==> src/rtl/matmul_datapath.sv <==
// Pipelined N x N unsigned matrix multiplier C = A x B. It drives read addresses to
// external 1-cycle-latency A/B memories, multiply-accumulates, and writes C elements out.
module matmul_datapath #(
    parameter int DW = 8,
    parameter int N  = 8,
    parameter int AW = 6,
    parameter int CW = 19
) (
    input  logic          clk,
    input  logic          reset,
    input  logic          i_start,
    input  logic [DW-1:0] i_a_data,
    input  logic [DW-1:0] i_b_data,
    output logic [AW-1:0] o_a_addr,
    output logic [AW-1:0] o_b_addr,
    output logic [AW-1:0] o_c_addr,
    output logic [CW-1:0] o_c_data,
    output logic          o_c_we,
    output logic          o_busy,
    output logic          o_done,
    output logic [10:0]   o_cycle_count,
    output logic [1:0]    o_dbg_state
);

    localparam int LN = $clog2(N);

    typedef enum logic [1:0] {S_IDLE, S_RUN, S_DRAIN, S_DONE} state_t;

    state_t r_state;
    state_t w_next;

    logic [LN-1:0]   r_i, r_j, r_k;
    logic [LN-1:0]   w_i_n, w_j_n, w_k_n;
    logic            w_start;
    logic            w_last_issue;
    logic            r_v1;
    logic [LN-1:0]   r_k1;
    logic [AW-1:0]   r_e1;
    logic [2*DW-1:0] w_prod_n;
    logic [CW-1:0]   w_prod;
    logic [CW-1:0]   w_sum;
    logic [CW-1:0]   r_acc;
    logic [AW-1:0]   r_a_addr, r_b_addr, r_c_addr;
    logic [CW-1:0]   r_c_data;
    logic            r_c_we;
    logic [10:0]     r_count;

    // start is honoured only when idle or finished; a start while busy is dropped
    assign w_start      = i_start && ((r_state == S_IDLE) || (r_state == S_DONE));
    assign w_last_issue = (&r_i) && (&r_j) && (&r_k);

    always_ff @(posedge clk) begin
        if (reset) r_state <= S_IDLE;
        else       r_state <= w_next;
    end

    always_comb begin
        w_next = r_state;
        case (r_state)
            S_IDLE:  if (i_start) w_next = S_RUN;
            S_RUN:   if (w_last_issue) w_next = S_DRAIN;
            S_DRAIN: if (r_c_we) w_next = S_DONE;
            S_DONE:  if (i_start) w_next = S_RUN;
            default: w_next = S_IDLE;
        endcase
    end

    // k innermost, then j, then i
    always_comb begin
        w_k_n = r_k + 1'b1;
        w_j_n = r_j;
        w_i_n = r_i;
        if (&r_k) begin
            w_j_n = r_j + 1'b1;
            if (&r_j) w_i_n = r_i + 1'b1;
        end
    end

    always_ff @(posedge clk) begin
        if (reset) begin
            r_i      <= '0;
            r_j      <= '0;
            r_k      <= '0;
            r_a_addr <= '0;
            r_b_addr <= '0;
        end else if (w_start) begin
            r_i      <= '0;
            r_j      <= '0;
            r_k      <= '0;
            r_a_addr <= '0;
            r_b_addr <= '0;
        end else if ((r_state == S_RUN) && !w_last_issue) begin
            r_i      <= w_i_n;
            r_j      <= w_j_n;
            r_k      <= w_k_n;
            r_a_addr <= {w_i_n, w_k_n};
            r_b_addr <= {w_k_n, w_j_n};
        end
    end

    // stage 1: tag that lines up with the memory read data one cycle later
    always_ff @(posedge clk) begin
        if (reset) begin
            r_v1 <= 1'b0;
            r_k1 <= '0;
            r_e1 <= '0;
        end else begin
            r_v1 <= (r_state == S_RUN);
            r_k1 <= r_k;
            r_e1 <= {r_i, r_j};
        end
    end

    assign w_prod_n = i_a_data * i_b_data;
    assign w_prod   = {{(CW-2*DW){1'b0}}, w_prod_n};
    assign w_sum    = r_acc + w_prod;

    // stage 2: accumulate; the last k writes the full sum straight to C
    always_ff @(posedge clk) begin
        if (reset) begin
            r_acc    <= '0;
            r_c_data <= '0;
            r_c_addr <= '0;
            r_c_we   <= 1'b0;
        end else begin
            r_c_we <= 1'b0;
            if (r_v1) begin
                r_acc <= (r_k1 == '0) ? w_prod : w_sum;
                if (&r_k1) begin
                    r_c_data <= w_sum;
                    r_c_addr <= r_e1;
                    r_c_we   <= 1'b1;
                end
            end
        end
    end

    always_ff @(posedge clk) begin
        if (reset)                          r_count <= '0;
        else if (w_start)                   r_count <= '0;
        else if (o_busy && (r_count != '1)) r_count <= r_count + 1'b1;
    end

    assign o_a_addr      = r_a_addr;
    assign o_b_addr      = r_b_addr;
    assign o_c_addr      = r_c_addr;
    assign o_c_data      = r_c_data;
    assign o_c_we        = r_c_we;
    assign o_busy        = (r_state == S_RUN) || (r_state == S_DRAIN);
    assign o_done        = (r_state == S_DONE);
    assign o_cycle_count = r_count;
    assign o_dbg_state   = r_state;

endmodule

==> config.mk <==
export PLATFORM = sky130hd
export DESIGN_NAME = matmul_datapath
export DESIGN_NICKNAME = d
export VERILOG_FILES = /design/src/rtl/matmul_datapath.sv
export SDC_FILE = /design/constraint.sdc
export NUM_CORES = 1
export LEC_CHECK = 0
export BUFFER_PORTS_ARGS = -buffer_cell sky130_fd_sc_hd__buf_4
export CORE_ASPECT_RATIO = 1.2
export CORE_MARGIN = 5
export CORE_UTILIZATION = 50
export DETAILED_ROUTE_END_ITERATION = 8
export PLACE_DENSITY = 0.68
export SETUP_SLACK_MARGIN = 0.5
export SLEW_MARGIN = 10
export SYNTH_ARGS = -nofsm -noshare
export SYNTH_HDL_FRONTEND = slang
export SYNTH_SLANG_ARGS = --single-unit
==> constraint.sdc <==
create_clock -name clk -period 7.2 [get_ports clk]
set_input_delay 0.36 -clock clk [delete_from_list [all_inputs] [get_ports clk]]
set_output_delay 0.36 -clock clk [all_outputs]
set_load 0.05 [all_outputs]
Word-level counts from Yosys, hierarchy flattened
Cells that the tools add are included.

cells by class
  reduce and logical (&&, ||, !) cells = 19
  eq/ne operators = 7
  shift-type cells = 0
  order comparisons = 0
  divide/modulo/power cells = 0
  bitwise gates (word level) = 1
  add/sub/neg operators = 5
  $mul = 1
  muxes and demuxes = 9

operators with widths
  operator                                                number
  adder 19 x 16 -> 19 bit                                 1
  2-to-1 mux 19 bit                                       1
  multiplier 8 x 8 -> 16 bit                              1
  AND reduction 3 bit                                     5
  adder 11 x 1 -> 11 bit (second input constant)          1
  inequality test 11 bit (second input constant)          1
  adder 3 x 1 -> 3 bit (second input constant)            3
  2-to-1 mux 3 bit                                        3
  2-to-1 mux 2 bit                                        3
  case mux 2 bit (3 select lines)                         1
  OR reduction 2 bit                                      3
  logical AND 1 bit                                       5
  equality test 2 bit (second input constant)             2
  inequality test 2 bit (second input constant)           2
  AND reduction 4 bit                                     1
  logical NOT 3 bit                                       1
  equality test 2 x 1 -> 1 bit (second input constant)    1
  logical NOT 2 bit                                       1
  logical OR 1 bit                                        2
  inequality test 2 x 1 -> 1 bit (second input constant)  1
  logical NOT 1 bit                                       1
  2-to-1 mux 1 bit                                        1
  inverter 1 bit                                          1

storage, ports and cells
  memory bits (read-only) = 0
  logic and storage cells = 56
  bits in writable memories = 0
  memories kept = 0
  flip-flop bits (word level) = 89
  output and inout port bits = 53
  bits of input ports = 19
  latch bits = 0

Logic depth before layout (Yosys ltp)
Gate-level depths: netlist of run 1.

  depth after elaboration = 5
  depth in mapped cells = 23
  mapped depth without buffers = 23

Worst setup path after synthesis of run 1
Ideal clock, no wire load.

  path kind = input to register
  start point = input i_a_data[2]
  end point = register r_acc[15]
  data required time = 7.068 ns
  arrival = 5.406 ns
  library setup time = 0.132 ns
  stages on the path = 20
  buffers on the path = 0
  path slack = 1.661 ns
  cell sequence = and2_1 -> fa_1 -> fa_1 -> fa_1 -> inv_1 -> fa_1 -> inv_1 -> ha_1 -> a2111o_1 -> a2bb2oi_1 -> a21oi_1 -> xnor2_1 -> ha_1 -> a21o_1 -> a211o_1 -> a2111oi_0 -> a21oi_1 -> xor2_1 -> a31oi_1 -> a21oi_1

between the ends
  cells in the longest elaborated chain, start to end = 3

RTL lines
  element                       RTL line  RTL
  start: declaration            12        input logic [DW-1:0] i_a_data,
  multiplier 8 x 8 -> 16 bit *  114       assign w_prod_n = i_a_data * i_b_data;
  adder 19 x 16 -> 19 bit       116       assign w_sum = r_acc + w_prod;
  2-to-1 mux 19 bit *           128       r_acc <= (r_k1 == '0) ? w_prod : w_sum;
  end signal: assignment        128
  end: declaration              42        logic [CW-1:0] r_acc;

Every way passes the cells marked *; elsewhere a longest branch is shown, timed or not.
A chain may end at the register's enable or synchronous reset.

Final worst setup path of run 1
  start point = input i_a_data[1]
  end point = register r_acc[15]

Same word-level chain as after synthesis.

==> metrics.txt, run 1 <==
fin cells 918; status finished clean; Remaining DRCs 0; Hold Path End o_c_addr[3]; row count 44; crit-path max cell delay 0.56 ns; largest net degree at the start of global routing 62; remaining global-route overflow 0; worst r2r src r_acc[0]; CP endpoint kind flop; Worst setup SP type primary input; R2R Setup Slk 4.42 ns; met3 Use GR 4.784%; Hold Violations, Final 0; number of synthesized flops with an enable pin 0; Clock Sinks 77; number of global-route vias before repair 5142; Die Wd 111.1 um; WP data required 7.39 ns; post-cts hold buffer count 0; met1 usage 20.90%; asr flop ratio synth 0%; clock root buffer clkbuf_16; Area Overhead vs Synth 13.76%; worst skew pair latency 0.34 ns; number of CTS-inserted buffers 9; fmax 175.3 MHz; Avg Synthesized Cell Area 8.780 sq um; hold depth 2; fin crit period 5.706 ns; sequential share of the synthesized area 25.15%; max_cap viols 0; first-pass iteration count of the detailed router 4; Seq cells post-synth 77; # nets final 874; ant diodes 0; DR vias/cell 5.456; RD Place Congestion 0.7991; Worst path slowest cell fa_1; WL per Instance 14.42 um; deepest level of the CTS H-tree 3; core region area 12060 sq um; post-route cell area 6972 sq um; most frequent CP cell fa_1; Worst slew margin 39.06%; Buffers on Ports 71; gate count of the mapped netlist 698; Die Y 131.3 um; CTS tree done; detailed-route via count 5009; Worst Hold Class reg -> reg; post-synth top area cell dfxtp_1; sum of negative setup slack 0 ns; # Post-CTS Setup Buffers 0; # resized after CTS 0; DP Wirelength 10.29 mm; Worst Clk Skew 0.006629 ns; CTS clk-pin slew, worst paths 0.06 ns; CP delay by family, top adder cells; ranking of synthesized cells by area dfxtp_1, ha_1, fa_1; Initial Util 50.83%; setup violators final 0; M2 GR Usage 33.33%; Initial DRC Count 250; Most used DFF post-synth dfxtp_1; Worst R2R End r_acc[12]; fill count 1079; Post-Place Cell Area 6706 sq um; Die ar. 14580 sq um; crit-path max FO 8; Critical Path, Cell by Cell buf_4 -> and2_1 -> fa_1 -> fa_1 -> fa_1 -> inv_1 -> fa_1 -> inv_1 -> ha_1 -> o21a_1 -> o21ai_0 -> a2bb2oi_1 -> a21oi_1 -> xnor2_1 -> ha_1 -> a21o_1 -> a211o_1 -> a2111oi_0 -> a21oi_1 -> xor2_1 -> a31oi_1 -> a21oi_1; pre-CTS WS 1.160 ns; Yosys top cell area share 25.15%; Mapped Area 6128 sq um; DRT antenna net count 0; Pleak 0.003212 uW; Hold Startpoint r_e1[3]; Slew @ Worst Pin 0.9112 ns; WL final 13.24 mm; Max VDD drop 0.0002441 V; final-report max-slew violation count 0; setup ws final 1.494 ns; global-route usage over all layers 18.34%; initial antenna violation count 0; Min Hold Slack 0.4350 ns; global route hottest layer met2; Yosys warning count 0; Cells after DPL 903; layout cells sized above 1 13.74%; crit path DAT 5.89 ns; Unique masters post-synth 64; first-pass GRT wire length 22.94 mm; PD cells 329.2 nW/um^2; worst-case clock buffer depth 2; buffers and inverters on the worst path 3; WS Path Type in -> reg; RSZ-0062 raised after global routing false; num ports 72; Tcrit/Tclk final 79.25%; Syn Nets 819; worst reg-to-reg path cell count 9
[report_power, final]
| group | internal (uW) | leakage [uW] | switching (uW) |
|---|---|---|---|
| registers | 462 | 0.000623 | 32.5 |
| logic | 529 | 0.00246 | 860 |
| clock network | 231 | 0.000131 | 181 |
| total | 1220 | 0.00321 | 1070 |
[routing by layer]
metal | vias to the layer above | wire, um
met4 | 0 | 175
met5 | - | 0
met1 | 2402 | 5715
met3 | 14 | 660
li1 | 2499 | -
met2 | 94 | 6685
[metrics by stage]
stage / power [uW] / util, %
after floorplan: 1617 / -
after global placement: 1845 / 55.62
after detailed placement: 1881 / 55.62
after CTS: 2300 / 57.82
after global routing: 2482 / 57.82
final: 2295 / 57.82
[synthesized netlist by cell type (all sizes together), types with 14 or more instances]
cell type / n
clkbuf: 17
o21ai: 18
inv: 60
nand2: 71
and2: 57
a21oi: 42
a21o: 14
xnor2: 19
nor2: 62
fa: 37
ha: 65
xor2: 14
dfxtp: 77
[sequential cells by signal (all words and copies together) (netlist names)]
signal,cells
r_e1,6
r_k,2
o_c_addr,6
o_b_addr,1
o_a_addr,1
r_k1,3
r_i,3
o_cycle_count,11
o_c_data,19
r_acc,19
o_dbg_state,2
r_v1,1
o_c_we,1
r_j,2
[cells in the final DEF (no fill, tap or decap), types with 6 or more instances in the layout]
cell type and count:
dfxtp_1 77, buf_4 73, nand2_1 70, ha_1 65, nor2_1 62, inv_1 60, and2_1 57, a21oi_1 42
fa_1 37, xnor2_1 19, o21ai_0 16, xor2_1 14, a21o_1 12, nor2b_1 11, a211oi_1 10, a311oi_1 9
mux2i_1 9, clkbuf_16 9, and3_1 8, nand3_1 8, nor3_1 6
[worst reg2reg max path: stages (launching register included)]
cell	delay, ns
dfxtp_1	0.31
ha_1	0.24
fa_1	0.43
a21oi_1	0.22
o21ai_1	0.17
o31ai_4	0.43
o21ai_0	0.16
xor2_1	0.36
nand2_1	0.11
a311oi_1	0.26
[layout make-up]
| class | instances | area, sq um | area share [%] |
|---|---|---|---|
| multi-input cells | 532 | 4190 | 60.10 |
| flip-flops and latches | 77 | 1541 | 22.11 |
| clock inverters | 6 | 40.04 | 0.5743 |
| inverters | 60 | 225.2 | 3.230 |
| well taps | 161 | 201.4 | 2.889 |
| repair buffers | 73 | 548.0 | 7.861 |
| clock buffers | 9 | 225.2 | 3.230 |
[cells by family after synthesis]
family | share of synthesized area (%)
flops | 25.15
simple gates | 19.97
buf+inv | 6.656
xor+xnor | 4.716
mux | 1.654
compound gates | 16.50
fa+ha+maj | 25.36
[worst max path at each step]
stage	slack, ns	to	depth (start not counted)	startpoint
final	1.49	r_acc[15]	22	i_a_data[1]
after global routing	1.08	r_acc[15]	22	i_a_data[1]
after CTS	1.50	r_acc[15]	22	i_a_data[1]
after detailed placement	1.16	r_acc[15]	22	i_a_data[1]
after global placement	1.29	r_acc[15]	22	i_a_data[1]
after floorplan	1.66	r_acc[15]	20	i_a_data[2]
(Power assumes the default switching activity.)
==> run 2, diff against run 1 <==
==> constraint.sdc (replaced) <==
create_clock -name clk -period 5.4 [get_ports clk]
set_input_delay 0.27 -clock clk [delete_from_list [all_inputs] [get_ports clk]]
set_output_delay 0.27 -clock clk [all_outputs]
set_load 0.05 [all_outputs]
==> run 2 against run 1 <==
Flip-flop and latch count did not move. Clock-buffer cell count up 1. Die area did not move. Setup slack got worse by 1.1 ns. First-iteration DRC count increased by 8.8%. Routed wire length up 12%. Worst hold slack improved by 0.0012 ns. Critical path depth shrank 2. Via count rose by 6.5%. Largest cell class unchanged.
==> metrics.txt, run 2 (synthesis gave the netlist of run 1 again) <==
first-pass iteration count of the detailed router 5; Die ar. 14580 sq um; row count 44; PD cells 504.5 nW/um^2; number of CTS-inserted buffers 9; WL final 14.81 mm; layout cells sized above 1 29.57%; setup violators final 0; ant diodes 0; WL per Instance 15.17 um; Buffers on Ports 71; remaining global-route overflow 0; global-route usage over all layers 19.56%; largest net degree at the start of global routing 62; worst skew pair latency 0.33 ns; Initial Util 50.83%; Area Overhead vs Synth 29.40%; Initial DRC Count 272; post-route cell area 7930 sq um; most common cell after layout, fill and taps aside buf_4; Clock Sinks 77; WS Path Type in -> reg; first-pass GRT wire length 24.48 mm; fin crit period 5.033 ns; core region area 12060 sq um; RD Place Congestion 0.8205; max_cap viols 0; post-cts hold buffer count 0; Slew @ Worst Pin 0.9840 ns; crit-path max FO 5; Max VDD drop 0.0005727 V; final-report max-slew violation count 0; Post-Place Cell Area 7093 sq um; Worst slew margin 34.40%; fmax 198.7 MHz; WP data required 5.64 ns; DR vias/cell 5.465; Pleak 0.003583 uW; initial antenna violation count 0; CP endpoint kind flop; DP Wirelength 10.76 mm; CTS tree done; Die Y 131.3 um; Tot Pwr 4001 uW; number of global-route vias before repair 5442; most frequent cells in the layout buf_4, dfxtp_1, nand2_1; clock root buffer clkbuf_16; Worst Clk Skew 0.009845 ns; CTS clk-pin slew, worst paths 0.06 ns; detailed-route via count 5334; DRT antenna net count 0; Worst Hold Class reg -> reg; Die Wd 111.1 um; Worst setup SP type primary input; status finished clean; deepest level of the CTS H-tree 3; Remaining DRCs 0; Tcrit/Tclk final 93.20%; RSZ-0062 raised after global routing true; worst-case clock buffer depth 2; # nets final 931; num ports 72; crit path DAT 5.27 ns; Hold Violations, Final 0
==> run 2: path summary, 6_finish.rpt <==
kind / depth (start not counted) / end / from / slack (ns)
max: 20 / o_c_data[17] / i_b_data[6] / 0.37
min: 2 / o_c_addr[2] / r_e1[2] / 0.44
max reg2reg: 10 / o_c_data[12] / r_acc[0] / 2.76
min reg2reg: 2 / o_c_addr[2] / r_e1[2] / 0.44
==> run 2: critical path, stage by stage <==
cell and delay, ns:
buf_4 0.13, and2_4 0.16, fa_1 0.53, fa_1 0.44, fa_1 0.50, inv_1 0.05
fa_1 0.49, inv_2 0.05, ha_4 0.21, a2111o_1 0.37, a2bb2oi_2 0.18, a21oi_2 0.18
xnor2_2 0.10, ha_1 0.30, buf_4 0.15, o21ai_0 0.13, a32oi_2 0.32, a221oi_4 0.11
or3_1 0.33, a311oi_1 0.26
==> run 2: power by group <==
part	leakage [uW]	switching, uW	internal [uW]
Clock	0.000139	247	316
Combinational	0.00282	1490	1290
Sequential	0.000623	46.9	615
Total	0.00358	1780	2220
==> run 2: through the flow <==
| step | util [%] | hold WS (ns) | setup TNS, ns | setup slack (ns) | std cells |
|---|---|---|---|---|---|
| global placement | 58.83 | 0.4203 | -0.2123 | -0.07414 | 941 |
| finish | 65.77 | 0.4363 | 0 | 0.3670 | 976 |
| floorplan | - | 0.4174 | 0 | 0.3021 | 698 |
| CTS | 63.68 | 0.4289 | 0 | 0.3542 | 968 |
| global route | 65.77 | 0.4732 | 0 | 0.1775 | 976 |
| detailed placement | 58.83 | 0.4347 | -0.6667 | -0.1294 | 941 |
==> run 2: area by class of cell <==
class / instances / area (sq um)
multi-input cells: 532 / 4644
repair buffers: 130 / 1041
clock inverters: 6 / 47.55
flip-flops and latches: 77 / 1541
fillers: 968 / 4126
well taps: 161 / 201.4
inverters: 60 / 225.2
clock buffers: 10 / 229.0
==> run 2: timing repair <==
item                                    CTS  global route
pin swaps                                24            34
gates resized for setup                  55            42
endpoints found under the setup margin   15            17
setup buffers                            11             8
==> run 2: per-layer routing <==
metal	global-route usage (%)	up-vias	share of wire [%]
met5	0	-	0
met4	8.384	0	2.7
met3	4.048	33	4.9
met2	34.72	150	51
met1	22.78	2548	42
li1	-	2603	-
==> run 3, diff against run 2 <==
--- a/config.mk
+++ b/config.mk
@@ -6,7 +6,6 @@
 export NUM_CORES = 1
 export LEC_CHECK = 0
 export BUFFER_PORTS_ARGS = -buffer_cell sky130_fd_sc_hd__buf_4
-export CORE_ASPECT_RATIO = 1.2
 export CORE_MARGIN = 5
 export CORE_UTILIZATION = 50
 export DETAILED_ROUTE_END_ITERATION = 8
==> run 3 against run 2 <==
First-iteration DRC count down 17%. Design area is 0.14% higher. Clock power up 7.5%. Routed wire length fell by 2.0%. Critical path depth is 1 higher. Setup slack better by 0.11 ns. Die area about the same. Combinational power is essentially flat. Global-route usage up 0.27 points. Power is 0.61% higher.
==> metrics.txt, run 3 (synthesis gave the netlist of run 1 again) <==
post-route cell area 7941 sq um; fin crit period 4.924 ns; setup violators final 0; worst-case clock buffer depth 2; most common cell after layout, fill and taps aside buf_4; RSZ-0062 raised after global routing true; crit path DAT 5.16 ns; layout cells sized above 1 28.86%; final-report max-slew violation count 0; detailed-route via count 5244; ant diodes 0; Slew @ Worst Pin 0.9880 ns; Area Overhead vs Synth 29.58%; sum of negative setup slack 0 ns; buffers and inverters on the worst path 4; Hold Violations, Final 0; Buffers on Ports 71; num ports 72; Initial DRC Count 225; row count 40; Initial Util 51.02%; first-pass GRT wire length 24.03 mm; Clock Sinks 77; DP Wirelength 10.57 mm; Worst Clk Skew 0.006368 ns; most frequent CP cell fa_1; Worst slew margin 34.13%; DRT antenna net count 0; core region area 12010 sq um; clock root buffer clkbuf_16; Die Wd 120.7 um; Worst setup SP type primary input; Post-Place Cell Area 6985 sq um; remaining global-route overflow 0; WL final 14.51 mm; WP data required 5.63 ns; DR vias/cell 5.514; first-pass iteration count of the detailed router 5; crit-path max FO 6; max_cap viols 0; CP endpoint kind flop; CTS tree done; post-cts hold buffer count 0; worst skew pair latency 0.33 ns; Remaining DRCs 0; Tcrit/Tclk final 91.19%; most frequent cells in the layout buf_4, dfxtp_1, nand2_1; crit-path max cell delay 0.56 ns; Cells after DPL 915; Die Y 120.7 um; PD cells 506.9 nW/um^2; Die ar. 14570 sq um; Worst Hold Class in -> reg; number of CTS-inserted buffers 9; CP delay by family, top adder cells; deepest level of the CTS H-tree 3; setup ws final 0.4760 ns; # nets final 920; initial antenna violation count 0; WL per Instance 15.25 um; RD Place Congestion 0.8541; Util after Layout 66.11%; Max VDD drop 0.0003759 V; pre-CTS WS -0.04800 ns; number of global-route vias before repair 5145; fmax 203.1 MHz; WS Path Type in -> reg; Worst path slowest cell fa_1; Critical Path, Cell by Cell buf_8 -> and2_4 -> fa_1 -> fa_1 -> fa_1 -> inv_1 -> fa_1 -> inv_2 -> ha_4 -> o21a_1 -> buf_4 -> o22ai_1 -> xnor2_2 -> ha_2 -> nand2_1 -> nor2_2 -> a211oi_2 -> a32oi_2 -> a221oi_4 -> or3_1 -> a311oi_1; CTS clk-pin slew, worst paths 0.06 ns; fin cells 951; status finished clean; Pleak 0.003567 uW; largest net degree at the start of global routing 62; global-route usage over all layers 19.83%
run 3: changes by cell type in the layout (fill, tap and decap cells not counted), moves of 3 or more:
| cell | delta |
|---|---|
| ha_2 | +3 |
| buf_6 | -4 |
| ha_1 | -4 |
| inv_2 | -3 |
| buf_8 | +3 |
| buf_4 | -12 |
run 3: tightest hold or removal path, stage by stage:
cell,delay [ns]
buf_6,0.11
and2_1,0.16
nand2_1,0.06
a311oi_1,0.07
run 3: repair_timing:
item	CTS	global route
pin swaps	40	35
buffers inserted	9	11
setup endpoints to repair	16	16
gates resized for setup	60	51
run 3: per-layer routing:
metal	share of wire [%]	GRT usage, %
met4	0.47	3.470
met1	44	24.73
met3	2.8	3.087
met2	53	36.50
met5	0	0
run 3: power by group:
group          switching (uW)  total [uW]  internal [uW]
Sequential               45.5         661            616
Clock                     222         605            383
Combinational            1470        2760           1290
Total                    1740        4030           2290
run 3: cell type report:
class | instances | area, sq um
tap | 147 | 183.9
timing repair buffer | 119 | 991.0
multi-input combinational | 532 | 4693
clock inverter | 3 | 43.79
clock buffer | 13 | 260.3
sequential | 77 | 1541
fill | 994 | 4070
inverter | 60 | 227.7
run 3: path summary, 6_finish.rpt:
| check | to | cells after the start | from | slack [ns] |
|---|---|---|---|---|
| worst max-delay path | o_c_data[17] | 21 | i_a_data[2] | 0.48 |
| worst min-delay path | r_acc[0] | 4 | i_a_data[0] | 0.41 |
| worst max register to register | r_acc[10] | 10 | r_acc[0] | 2.78 |
| worst min register to register | o_c_addr[2] | 2 | r_e1[2] | 0.44 |
run 3: through the flow:
stage	power [uW]	hold slack, ns
floorplan	2270	0.4174
detailed placement	2809	0.4296
global route	4305	0.4335
CTS	3741	0.4028
finish	4025	0.4056
global placement	2768	0.4252
